$ cat src/rtl/ifid_hazard_stage_pkg.sv
// Shared pipeline definitions for the IF/ID hazard stage:
// FSM state encoding, per-cycle event codes and the default NOP word.
package ifid_hazard_stage_pkg;

  // Default instruction word placed in IF/ID on flush or reset.
  localparam logic [31:0] PKG_NOP_INSTR = 32'h0000_0000;

  // Hazard-control FSM states.
  typedef enum logic [1:0] {
    ST_RUN      = 2'd0,
    ST_LU_STALL = 2'd1,
    ST_FREEZE   = 2'd2
  } hz_state_e;

  // The single event that wins arbitration in a given cycle.
  typedef enum logic [2:0] {
    EV_NORMAL   = 3'd0,
    EV_FREEZE   = 3'd1,
    EV_BRANCH   = 3'd2,
    EV_LOAD_USE = 3'd3,
    EV_JUMP     = 3'd4
  } hz_event_e;

endpackage

$ cat src/rtl/ifid_hazard_stage_if.sv
// Bus between the fetch/decode front end and the IF/ID hazard stage.
// master = environment side driving fetch and hazard inputs,
// slave  = the hazard stage itself.
interface ifid_hazard_stage_if #(
  parameter int CNT_W = 16
);
  logic [31:0]      instruction_in;
  logic [31:0]      pcplus_in;
  logic             idex_memrd;
  logic [4:0]       idex_rt;
  logic             jump;
  logic             branch_taken;
  logic             mem_busy;
  logic [31:0]      instruction_out;
  logic [31:0]      pcplus_out;
  logic             valid_out;
  logic             pc_write;
  logic             idex_bubble;
  logic [CNT_W-1:0] stall_cnt;
  logic [CNT_W-1:0] flush_cnt;

  modport master (
    output instruction_in, pcplus_in, idex_memrd, idex_rt, jump, branch_taken, mem_busy,
    input  instruction_out, pcplus_out, valid_out, pc_write, idex_bubble, stall_cnt, flush_cnt
  );

  modport slave (
    input  instruction_in, pcplus_in, idex_memrd, idex_rt, jump, branch_taken, mem_busy,
    output instruction_out, pcplus_out, valid_out, pc_write, idex_bubble, stall_cnt, flush_cnt
  );
endinterface

$ cat src/rtl/ifid_hazard_stage_load_use_detect.sv
// Combinational load-use detector. Compares the ID/EX load destination
// against both source fields of the instruction in IF/ID; the Rt field is
// compared even for instructions that do not read it (conservative).
module load_use_detect (
  input  logic        i_idex_memrd,
  input  logic [4:0]  i_idex_rt,
  input  logic [31:0] i_ifid_instr,
  input  logic        i_ifid_valid,
  output logic        o_lu
);
  logic w_rs_match;
  logic w_rt_match;

  assign w_rs_match = (i_idex_rt == i_ifid_instr[25:21]);
  assign w_rt_match = (i_idex_rt == i_ifid_instr[20:16]);

  // $zero is never a real dependency, so rt==0 can never stall.
  assign o_lu = i_idex_memrd && (i_idex_rt != 5'd0) && (w_rs_match || w_rt_match) && i_ifid_valid;
endmodule

$ cat src/rtl/ifid_hazard_stage.sv
// IF/ID pipeline register with hazard control: freeze on memory busy,
// flush on taken branch or jump, one-cycle load-use stall, and saturating
// stall/flush event counters.
module ifid_hazard_stage
  import ifid_hazard_stage_pkg::*;
#(
  parameter logic [31:0] RESET_PCPLUS = 32'h0000_0000,
  parameter logic [31:0] NOP_INSTR    = PKG_NOP_INSTR,
  parameter int          CNT_W        = 16
) (
  input  logic                clk,
  input  logic                reset,
  ifid_hazard_stage_if.slave  bus
);
  hz_state_e        r_state;
  hz_state_e        w_next_state;
  hz_event_e        w_event;
  logic             w_lu;
  logic             w_pc_write;
  logic             w_bubble;
  logic [31:0]      r_instr;
  logic [31:0]      r_pcplus;
  logic             r_valid;
  logic [CNT_W-1:0] r_stall_cnt;
  logic [CNT_W-1:0] r_flush_cnt;

  load_use_detect u_load_use_detect (
    .i_idex_memrd (bus.idex_memrd),
    .i_idex_rt    (bus.idex_rt),
    .i_ifid_instr (r_instr),
    .i_ifid_valid (r_valid),
    .o_lu         (w_lu)
  );

  // Arbitrate this cycle's event and derive PC/bubble controls and next state.
  always_comb begin
    // NOTE: every output gets a default first so no path leaves it unassigned (no latch).
    w_event      = EV_NORMAL;
    w_next_state = ST_RUN;
    w_pc_write   = 1'b1;
    w_bubble     = 1'b0;

    if (bus.mem_busy)                       w_event = EV_FREEZE;
    else if (bus.branch_taken)              w_event = EV_BRANCH;
    else if (w_lu && (r_state == ST_RUN))   w_event = EV_LOAD_USE;
    else if (bus.jump)                      w_event = EV_JUMP;

    case (w_event)
      EV_FREEZE: begin
        w_pc_write   = 1'b0;
        w_next_state = ST_FREEZE;
      end
      EV_BRANCH:   w_bubble = 1'b1;
      EV_LOAD_USE: begin
        w_pc_write   = 1'b0;
        w_bubble     = 1'b1;
        w_next_state = ST_LU_STALL;
      end
      default: ;
    endcase
  end

  // FSM state register.
  always_ff @(posedge clk or posedge reset) begin
    // NOTE: sequential state uses non-blocking assignments so all flops update together.
    if (reset) r_state <= ST_RUN;
    else       r_state <= w_next_state;
  end

  // IF/ID register: load, flush to NOP, or hold depending on the winning event.
  always_ff @(posedge clk or posedge reset) begin
    if (reset) begin
      r_instr  <= NOP_INSTR;
      r_pcplus <= RESET_PCPLUS;
      r_valid  <= 1'b0;
    end else begin
      case (w_event)
        EV_NORMAL: begin
          r_instr  <= bus.instruction_in;
          r_pcplus <= bus.pcplus_in;
          r_valid  <= 1'b1;
        end
        EV_BRANCH, EV_JUMP: begin
          r_instr <= NOP_INSTR;
          r_valid <= 1'b0;
        end
        default: ;
      endcase
    end
  end

  // Saturating stall and flush counters.
  always_ff @(posedge clk or posedge reset) begin
    if (reset) begin
      r_stall_cnt <= '0;
      r_flush_cnt <= '0;
    end else begin
      if ((w_event == EV_LOAD_USE) && (r_stall_cnt != '1))
        r_stall_cnt <= r_stall_cnt + CNT_W'(1);
      if (((w_event == EV_BRANCH) || (w_event == EV_JUMP)) && (r_flush_cnt != '1))
        r_flush_cnt <= r_flush_cnt + CNT_W'(1);
    end
  end

  assign bus.instruction_out = r_instr;
  assign bus.pcplus_out      = r_pcplus;
  assign bus.valid_out       = r_valid;
  assign bus.pc_write        = w_pc_write;
  assign bus.idex_bubble     = w_bubble;
  assign bus.stall_cnt       = r_stall_cnt;
  assign bus.flush_cnt       = r_flush_cnt;
endmodule

$ cat src/flat_wrapper.sv
// flat-port wrapper written by rule: the top's interface ports become plain ports
module ifid_hazard_stage_flat import ifid_hazard_stage_pkg::*;
#(
  parameter logic [31:0] RESET_PCPLUS = 32'h0000_0000,
  parameter logic [31:0] NOP_INSTR    = PKG_NOP_INSTR,
  parameter int          CNT_W        = 16
)
  (clk, reset, bus_instruction_in, bus_pcplus_in, bus_idex_memrd, bus_idex_rt, bus_jump, bus_branch_taken, bus_mem_busy, bus_instruction_out, bus_pcplus_out, bus_valid_out, bus_pc_write, bus_idex_bubble, bus_stall_cnt, bus_flush_cnt);
  ifid_hazard_stage_if #(.CNT_W(CNT_W)) bus_i ();
  input  logic clk;
  input  logic reset;
  input wire logic [$bits(bus_i.instruction_in)-1:0] bus_instruction_in;
  input wire logic [$bits(bus_i.pcplus_in)-1:0] bus_pcplus_in;
  input wire logic [$bits(bus_i.idex_memrd)-1:0] bus_idex_memrd;
  input wire logic [$bits(bus_i.idex_rt)-1:0] bus_idex_rt;
  input wire logic [$bits(bus_i.jump)-1:0] bus_jump;
  input wire logic [$bits(bus_i.branch_taken)-1:0] bus_branch_taken;
  input wire logic [$bits(bus_i.mem_busy)-1:0] bus_mem_busy;
  output wire logic [$bits(bus_i.instruction_out)-1:0] bus_instruction_out;
  output wire logic [$bits(bus_i.pcplus_out)-1:0] bus_pcplus_out;
  output wire logic [$bits(bus_i.valid_out)-1:0] bus_valid_out;
  output wire logic [$bits(bus_i.pc_write)-1:0] bus_pc_write;
  output wire logic [$bits(bus_i.idex_bubble)-1:0] bus_idex_bubble;
  output wire logic [$bits(bus_i.stall_cnt)-1:0] bus_stall_cnt;
  output wire logic [$bits(bus_i.flush_cnt)-1:0] bus_flush_cnt;
  assign bus_i.instruction_in = bus_instruction_in;
  assign bus_i.pcplus_in = bus_pcplus_in;
  assign bus_i.idex_memrd = bus_idex_memrd;
  assign bus_i.idex_rt = bus_idex_rt;
  assign bus_i.jump = bus_jump;
  assign bus_i.branch_taken = bus_branch_taken;
  assign bus_i.mem_busy = bus_mem_busy;
  assign bus_instruction_out = bus_i.instruction_out;
  assign bus_pcplus_out = bus_i.pcplus_out;
  assign bus_valid_out = bus_i.valid_out;
  assign bus_pc_write = bus_i.pc_write;
  assign bus_idex_bubble = bus_i.idex_bubble;
  assign bus_stall_cnt = bus_i.stall_cnt;
  assign bus_flush_cnt = bus_i.flush_cnt;
  ifid_hazard_stage #(.RESET_PCPLUS(RESET_PCPLUS), .NOP_INSTR(NOP_INSTR), .CNT_W(CNT_W)) u_core (.clk(clk), .reset(reset), .bus(bus_i));
endmodule
$ cat config.mk
export PLATFORM = sky130hd
export DESIGN_NAME = ifid_hazard_stage_flat
export DESIGN_NICKNAME = d
export VERILOG_FILES = /design/src/rtl/ifid_hazard_stage_pkg.sv /design/src/rtl/ifid_hazard_stage_if.sv /design/src/rtl/ifid_hazard_stage_load_use_detect.sv /design/src/rtl/ifid_hazard_stage.sv /design/src/flat_wrapper.sv
export SDC_FILE = /design/constraint.sdc
export NUM_CORES = 1
export LEC_CHECK = 0
export ABC_CLOCK_PERIOD_IN_PS = 5000
export CAP_MARGIN = 20
export CORE_MARGIN = 2
export CORE_UTILIZATION = 43
export DETAILED_ROUTE_END_ITERATION = 7
export GPL_ROUTABILITY_DRIVEN = 0
export GPL_TIMING_DRIVEN = 0
export PLACE_DENSITY = 0.84
export SLEW_MARGIN = 15
export SYNTH_ARGS = -nofsm -noshare
export SYNTH_HDL_FRONTEND = slang
export SYNTH_SLANG_ARGS = --single-unit
$ cat constraint.sdc
create_clock -name clk -period 5 [get_ports clk]
set_input_delay 1.5 -clock clk [delete_from_list [all_inputs] [get_ports clk]]
set_output_delay 1.5 -clock clk [all_outputs]
set_load 0.05 [all_outputs]
### Word level (Yosys, flattened, before mapping)

Cells that the tools add are included.

| word-level totals | value |
|---|---|
| register bits | 99 |
| output and inout bits | 99 |
| bits of input ports | 75 |
| logic and storage cells | 40 |

| operators by class | value |
|---|---|
| add/sub/neg operators | 2 |
| muxes and demuxes | 9 |
| reduce and logical (&&, ||, !) cells | 15 |
| equal/unequal tests | 8 |

Operators with widths:

| cell | count |
|---|---|
| 32-bit case mux with 2 select lines | 1 |
| 16-bit by 1-bit adder with 16-bit output (second input constant) | 2 |
| 16-bit inequality test (second input constant) | 2 |
| 3-bit two-way mux | 4 |
| 5-bit equality test | 2 |
| 3-bit by 2-bit equality test with 1-bit output (second input constant) | 2 |
| 1-bit logical AND | 6 |
| 2-bit OR reduction | 3 |
| 5-bit nonzero test | 1 |
| 2-bit case mux with 2 select lines | 1 |
| 3-bit by 1-bit equality test with 1-bit output (second input constant) | 1 |
| 3-bit equality test (second input constant) | 1 |
| 3-bit zero test | 1 |
| 2-bit zero test | 1 |
| 1-bit logical OR | 2 |
| 1-bit two-way mux | 2 |
| 1-bit case mux with 2 select lines | 1 |
| 2-bit nonzero test | 1 |

### Logic depth before layout (Yosys ltp)

| depth | value |
|---|---|
| word-level depth | 11 |
| depth in mapped cells | 8 |
| mapped depth without buffers | 6 |

### By module

From an unflattened synthesis, not the netlist that was laid out.

| unflattened totals | value |
|---|---|
| cells, all modules | 309 |
| area total of the unflattened synthesis | 4,088.9 sq um |

Modules (own cells, without submodules):

| module | seq. area each (sq um) | area an instance (sq um) | times used | cells each |
|---|---|---|---|---|
| ifid_hazard_stage | 2,477.4 | 3,956.3 | 1 | 292 |
| load_use_detect | 0.0 | 132.6 | 1 | 17 |

### Worst setup path before layout

No wires, ideal clock.

| timing | value |
|---|---|
| kind | input to output |
| start point | input bus_idex_rt[1] |
| end point | output bus_pc_write |
| buffers on the path | 2 |
| setup slack | 0.432 ns |
| data arrival time | 3.068 ns |
| required time | 3.500 ns |
| stages on the path | 6 |
| cells stage by stage | or4_4 -> o2111ai_4 -> o31ai_2 -> buf_6 -> clkbuf_1 -> inv_1 |

| on the way | value |
|---|---|
| longest elaborated chain between the ends | 11 |
| elaborated cells on any way between the ends | 15 |
| those cells by class | eq/ne (4); mux (4); reduce/logical (7) |

RTL lines:

| item | RTL line | RTL |
|---|---|---|
| start, declared | flat_wrapper.sv:15 | `input wire logic [$bits(bus_i.idex_rt)-1:0] bus_idex_rt;` |
| 5-bit equality test, or another cell as far along | ifid_hazard_stage_load_use_detect.sv:14 | `assign w_rs_match = (i_idex_rt == i_ifid_instr[25:21]);` |
| 1-bit logical OR / 1-bit logical AND (equally long branches) | ifid_hazard_stage_load_use_detect.sv:18 | `assign o_lu = i_idex_memrd && (i_idex_rt != 5'd0) && (w_rs_match \|\| w_rt_match) && i_ifid_valid;` |
| 1-bit logical AND (*) (2 in a row) | ifid_hazard_stage_load_use_detect.sv:18 |  |
| 1-bit logical AND (*) | ifid_hazard_stage.sv:45 | `else if (w_lu && (r_state == ST_RUN)) w_event = EV_LOAD_USE;` |
| 3-bit two-way mux (*) | ifid_hazard_stage.sv:45 |  |
| 3-bit two-way mux (*) | ifid_hazard_stage.sv:44 | `else if (bus.branch_taken) w_event = EV_BRANCH;` |
| 3-bit two-way mux (*) | ifid_hazard_stage.sv:43 | `if (bus.mem_busy) w_event = EV_FREEZE;` |
| 3-bit by 1-bit equality test with 1-bit output / 3-bit by 2-bit equality test with 1-bit output (equally long branches) | ifid_hazard_stage.sv:48 | `case (w_event)` |
| 2-bit OR reduction (no line) (*) | n/a |  |
| 1-bit two-way mux (*) | ifid_hazard_stage.sv:48 |  |
| end, declared | flat_wrapper.sv:22 | `output wire logic [$bits(bus_i.pc_write)-1:0] bus_pc_write;` |

Mark *: on every way between the ends. The rest lies on a longest branch, timed or not.

### Final worst setup path

Ends and elaborated chain as after synthesis.

==> run_results.csv <==
group,metric,value,unit
power,intPower,1.385,mW
power,clkPwrFrac,0.220,
synthesis,edff_count_synth,0,
power,logic_pwr_share,0.340,
floorplanning,fp-row-count,35,
timing,setup_tns_final,0,ns
synthesis,synthesized_nets,394,
global_route,grt.total_usage,0.1992,
synthesis,dominantRegCellSynth,"dfrtp_1",
timing,final_number_of_hold_violating_endpoints,0,
worst_setup_path,crit_path_max_incr_delay,0.58,ns
timing,final_max_slew_viol_count,0,
detailed_routing,detail_route.wirelength,10.49,mm
floorplanning,die-height,102.1,µm
synthesis,asyncSetResetFlopFracSynth,1.000,
worst_setup_path,delay_heaviest_family_cp,"buffers and inverters",
detailed_routing,drc,0,
synthesis,number_of_distinct_library_cells_after_synthesis,30,
worst_setup_path,cp_data_required_time,3.50,ns
synthesis,synth_cells,317,
synthesis,synth.ff_latch_count,99,
min_path,hold-path-cell-count,1,
clock_network,cts_buffers,9,
global_route,grt_max_degree,52,
global_route,globalRouteMet2Util,0.3360,
timing,clock-skew-final,0.009573,ns
detailed_routing,wire_per_inst,16.39,µm
timing,crit_path_time_final,4.886,ns
run,maxCapViolCount,0,
detailed_routing,drt_iter0_markers,107,
timing,worst_setup_slack_after_layout,0.1140,ns
power,vdd_drop_max,0.0002254,V
power,power_density,349.0,nW/µm²
floorplanning,start_util,0.4460,
worst_setup_path,r2r-end,"u_core.bus.instruction_out[20]",
clock_network,cts.sinks,99,
global_route,antenna_found_initial,0,
detailed_routing,final_antenna_net_count,0,
global_route,grt_pass1_wl,16.40,mm
clock_network,cts.clk_slew.worst_paths,0.10,ns
final_layout,fin_cells,640,
min_path,hold_path_end,"u_core.bus.pcplus_out[6]",
worst_setup_path,cp_cell_sequence,"clkdlybuf4s50_1, or4_4, o2111ai_4, o31ai_4, buf_6, inv_1, buf_2",
clock_network,max-clock-path-buffers,2,
clock_network,worst_skew_pair.late_latency,0.35,ns
worst_setup_path,critPathKind,"in -> out",
synthesis,postSynthAreaPerCell,13.06,µm²
global_route,grt.overflow.total,0,
timing,worst_slew_slack_as_a_fraction_of_its_limit,0.5676,
worst_setup_path,critPathSlowestCell,"or4_4",
min_path,min_path_type,"reg -> reg",
global_route,grt_use_met1,0.2514,
worst_setup_path,critical_path.n_buffers_inverters,4,
detailed_routing,drt_pre_antenna_iters,4,
placement,dp_slack,-0.8845,ns
synthesis,yosysWarnings,0,
status,outcome,"finished clean",
final_layout,antennaDiodeCount,0,
worst_setup_path,critical_path_arrival,3.39,ns
global_route,grt_pass1_vias,3339,
timing,clock.fmax,204.7,MHz
timing,setup_viol,0,
final_layout,drive_above_1_share,0.1115,
clock_network,htreeDepth,3,
placement,post-dp-hpwl,7.877,mm
worst_setup_path,regToRegSetupSlack,2.58,ns
final_layout,filler_cell_count,703,
global_route,grt_most_used_layer,"met2",
power,power.static_leakage,2.776,nW
floorplanning,die_w,102.1,µm
clock_network,clock-root-buffer,"clkbuf_8",
timing,unrepaired_setup_endpoints_after_global_routing,"false",
clock_network,cts_tree,"yes",
min_path,min-delay-start,"u_core.bus.pcplus_out[6]",
synthesis,synth_area,4140,µm²
timing,final_period_utilization,0.9772,
worst_setup_path,critPathMaxFanout,4,
detailed_routing,dr_total_vias,3297,
worst_setup_path,worstSetupEndpointType,"output pin",
power,p_sw_frac,0.3686,
floorplanning,total_die_area,10430,µm²
placement,io_buffers,173,
final_layout,area.growth.synth_to_final,51.80,%
synthesis,synth_sequential_area_ratio,0.5984,
global_route,groute.layer.met3.usage,0.05814,
worst_setup_path,crit_path_start_kind,"input port",
floorplanning,placeableCoreArea,9284,µm²
placement,place.detailed.instances,620,
clock_network,cts.hold.buffers_added,0,
worst_setup_path,r2r_start,"u_core.bus.instruction_out[16]",
final_layout,post-route-cell-area,6285,µm²
floorplanning,ioPinCount,174,
detailed_routing,drt-vias-per-instance,5.152,
placement,placed_area,6063,µm²
final_layout,nets,583,
power,switchingPower,808.5,µW
timing,max_slew.worst_pin.slew,0.6485,ns
worst_setup_path,reg2regPathDepth,8,
power,share_seq_of_total_power,0.441,
power,total_power,2.193,mW
what timing repair did:
action                                  4_1_cts  5_1_grt
pin swaps                                     1        1
buffers inserted                              3        2
endpoints found under the setup margin        2        1
gates resized for setup                       9        2
how the worst max path moves through the flow:
stage	startpoint	to	slack [ns]	cells after the start
floorplan	bus_idex_rt[1]	bus_pc_write	0.43	6
global placement	bus_idex_rt[0]	bus_pc_write	-0.86	9
detailed placement	bus_idex_rt[0]	bus_pc_write	-0.88	9
CTS	bus_idex_rt[1]	bus_idex_bubble	0.008	7
global route	bus_idex_rt[0]	bus_pc_write	0.02	8
finish	bus_idex_rt[1]	bus_pc_write	0.11	7
layer usage:
layer  vias to the layer above  wire (µm)
li1                       1516          -
met1                      1637       4198
met2                       127       5361
met3                        17        776
met4                         0        151
met5                         -          0
state kept, by name, indices dropped and copies added (netlist names):
register and flops:
u_core.bus.pcplus_out 32, u_core.r_state 2, u_core.bus.valid_out 1, u_core.bus.stall_cnt 16, u_core.bus.instruction_out 32, u_core.bus.flush_cnt 16
kinds of logic after synthesis:
kind of cell	share of synthesized area
AND/OR/NAND/NOR	0.09822
buffers and inverters	0.02871
flip-flops	0.5984
AO/OA/AOI/OAI	0.09429
multiplexers	0.08975
adder cells (fa/ha/maj)	0.006043
XOR/XNOR	0.08462
Yosys cell counts, types with 2 or more instances:
| library cell | number | share of area |
|---|---|---|
| o21ai_0 | 2 | 0.0024 |
| nand4_1 | 6 | 0.0091 |
| a22o_1 | 32 | 0.068 |
| xnor2_1 | 7 | 0.015 |
| nand3_1 | 12 | 0.015 |
| inv_1 | 8 | 0.0073 |
| buf_6 | 3 | 0.0082 |
| nor3_1 | 19 | 0.023 |
| buf_2 | 5 | 0.0060 |
| nand2_1 | 16 | 0.015 |
| mux2_1 | 17 | 0.046 |
| and3_1 | 4 | 0.0060 |
| a2111oi_2 | 2 | 0.0073 |
| xor2_1 | 33 | 0.070 |
| nor2_1 | 9 | 0.0082 |
| nor4_1 | 8 | 0.012 |
| ha_1 | 2 | 0.0060 |
| clkbuf_1 | 6 | 0.0054 |
| dfrtp_1 | 99 | 0.60 |
| and4_1 | 2 | 0.0042 |
| mux2_2 | 16 | 0.044 |
through the flow:
step	utilization	hold slack, ns
floorplan	-	0.5968
global placement	0.6499	0.4659
detailed placement	0.6531	0.4772
CTS	0.6760	0.4974
global route	0.6770	0.5103
finish	0.6770	0.4921
worst reg2reg max path, cell delays in order (launching register included):
cell and delay (ns):
dfrtp_1 0.42, xor2_1 0.17, nor3_1 0.26, a22oi_2 0.18, o31ai_4 0.32, buf_6 0.15
buf_4 0.22, clkbuf_1 0.40, a22o_1 0.24
area by class of cell:
type	count	area (µm²)	share of cell area
Sequential cell	99	2477	0.3942
Timing Repair Buffer	179	1787	0.2843
Buffer	14	85.08	0.01354
Tap cell	129	161.4	0.02568
Multi-Input combinational cell	195	1553	0.2471
Clock buffer	12	155.1	0.02469
Clock inverter	4	33.78	0.005375
Inverter	8	32.53	0.005176
placed cells by master, fill, tap and decap left out, types with 2 or more instances in the layout:
master	instances
mux2_2	16
nor2_1	9
o21ai_0	2
dfrtp_1	99
buf_6	3
xnor2_1	7
nor4_1	8
inv_1	7
clkbuf_1	6
mux2_1	17
ha_1	2
xor2_1	33
and4_1	2
a22o_1	32
nand2_1	16
and3_1	4
clkinv_4	2
buf_2	7
clkbuf_8	11
clkdlybuf4s50_1	171
a2111oi_2	2
nand3_1	12
buf_4	6
nor3_1	19
nand4_1	6
power by group through the flow:
| stage | registers, mW | clock network [mW] | logic [mW] |
|---|---|---|---|
| floorplan | 1.29 | 0 | 0.134 |
| global placement | 0.976 | 0 | 0.734 |
| detailed placement | 0.983 | 0 | 0.747 |
| CTS | 0.968 | 0.498 | 0.751 |
| global route | 0.980 | 0.526 | 0.780 |
| finish | 0.966 | 0.482 | 0.745 |
No activity file was read; power rests on OpenSTA's default activity.
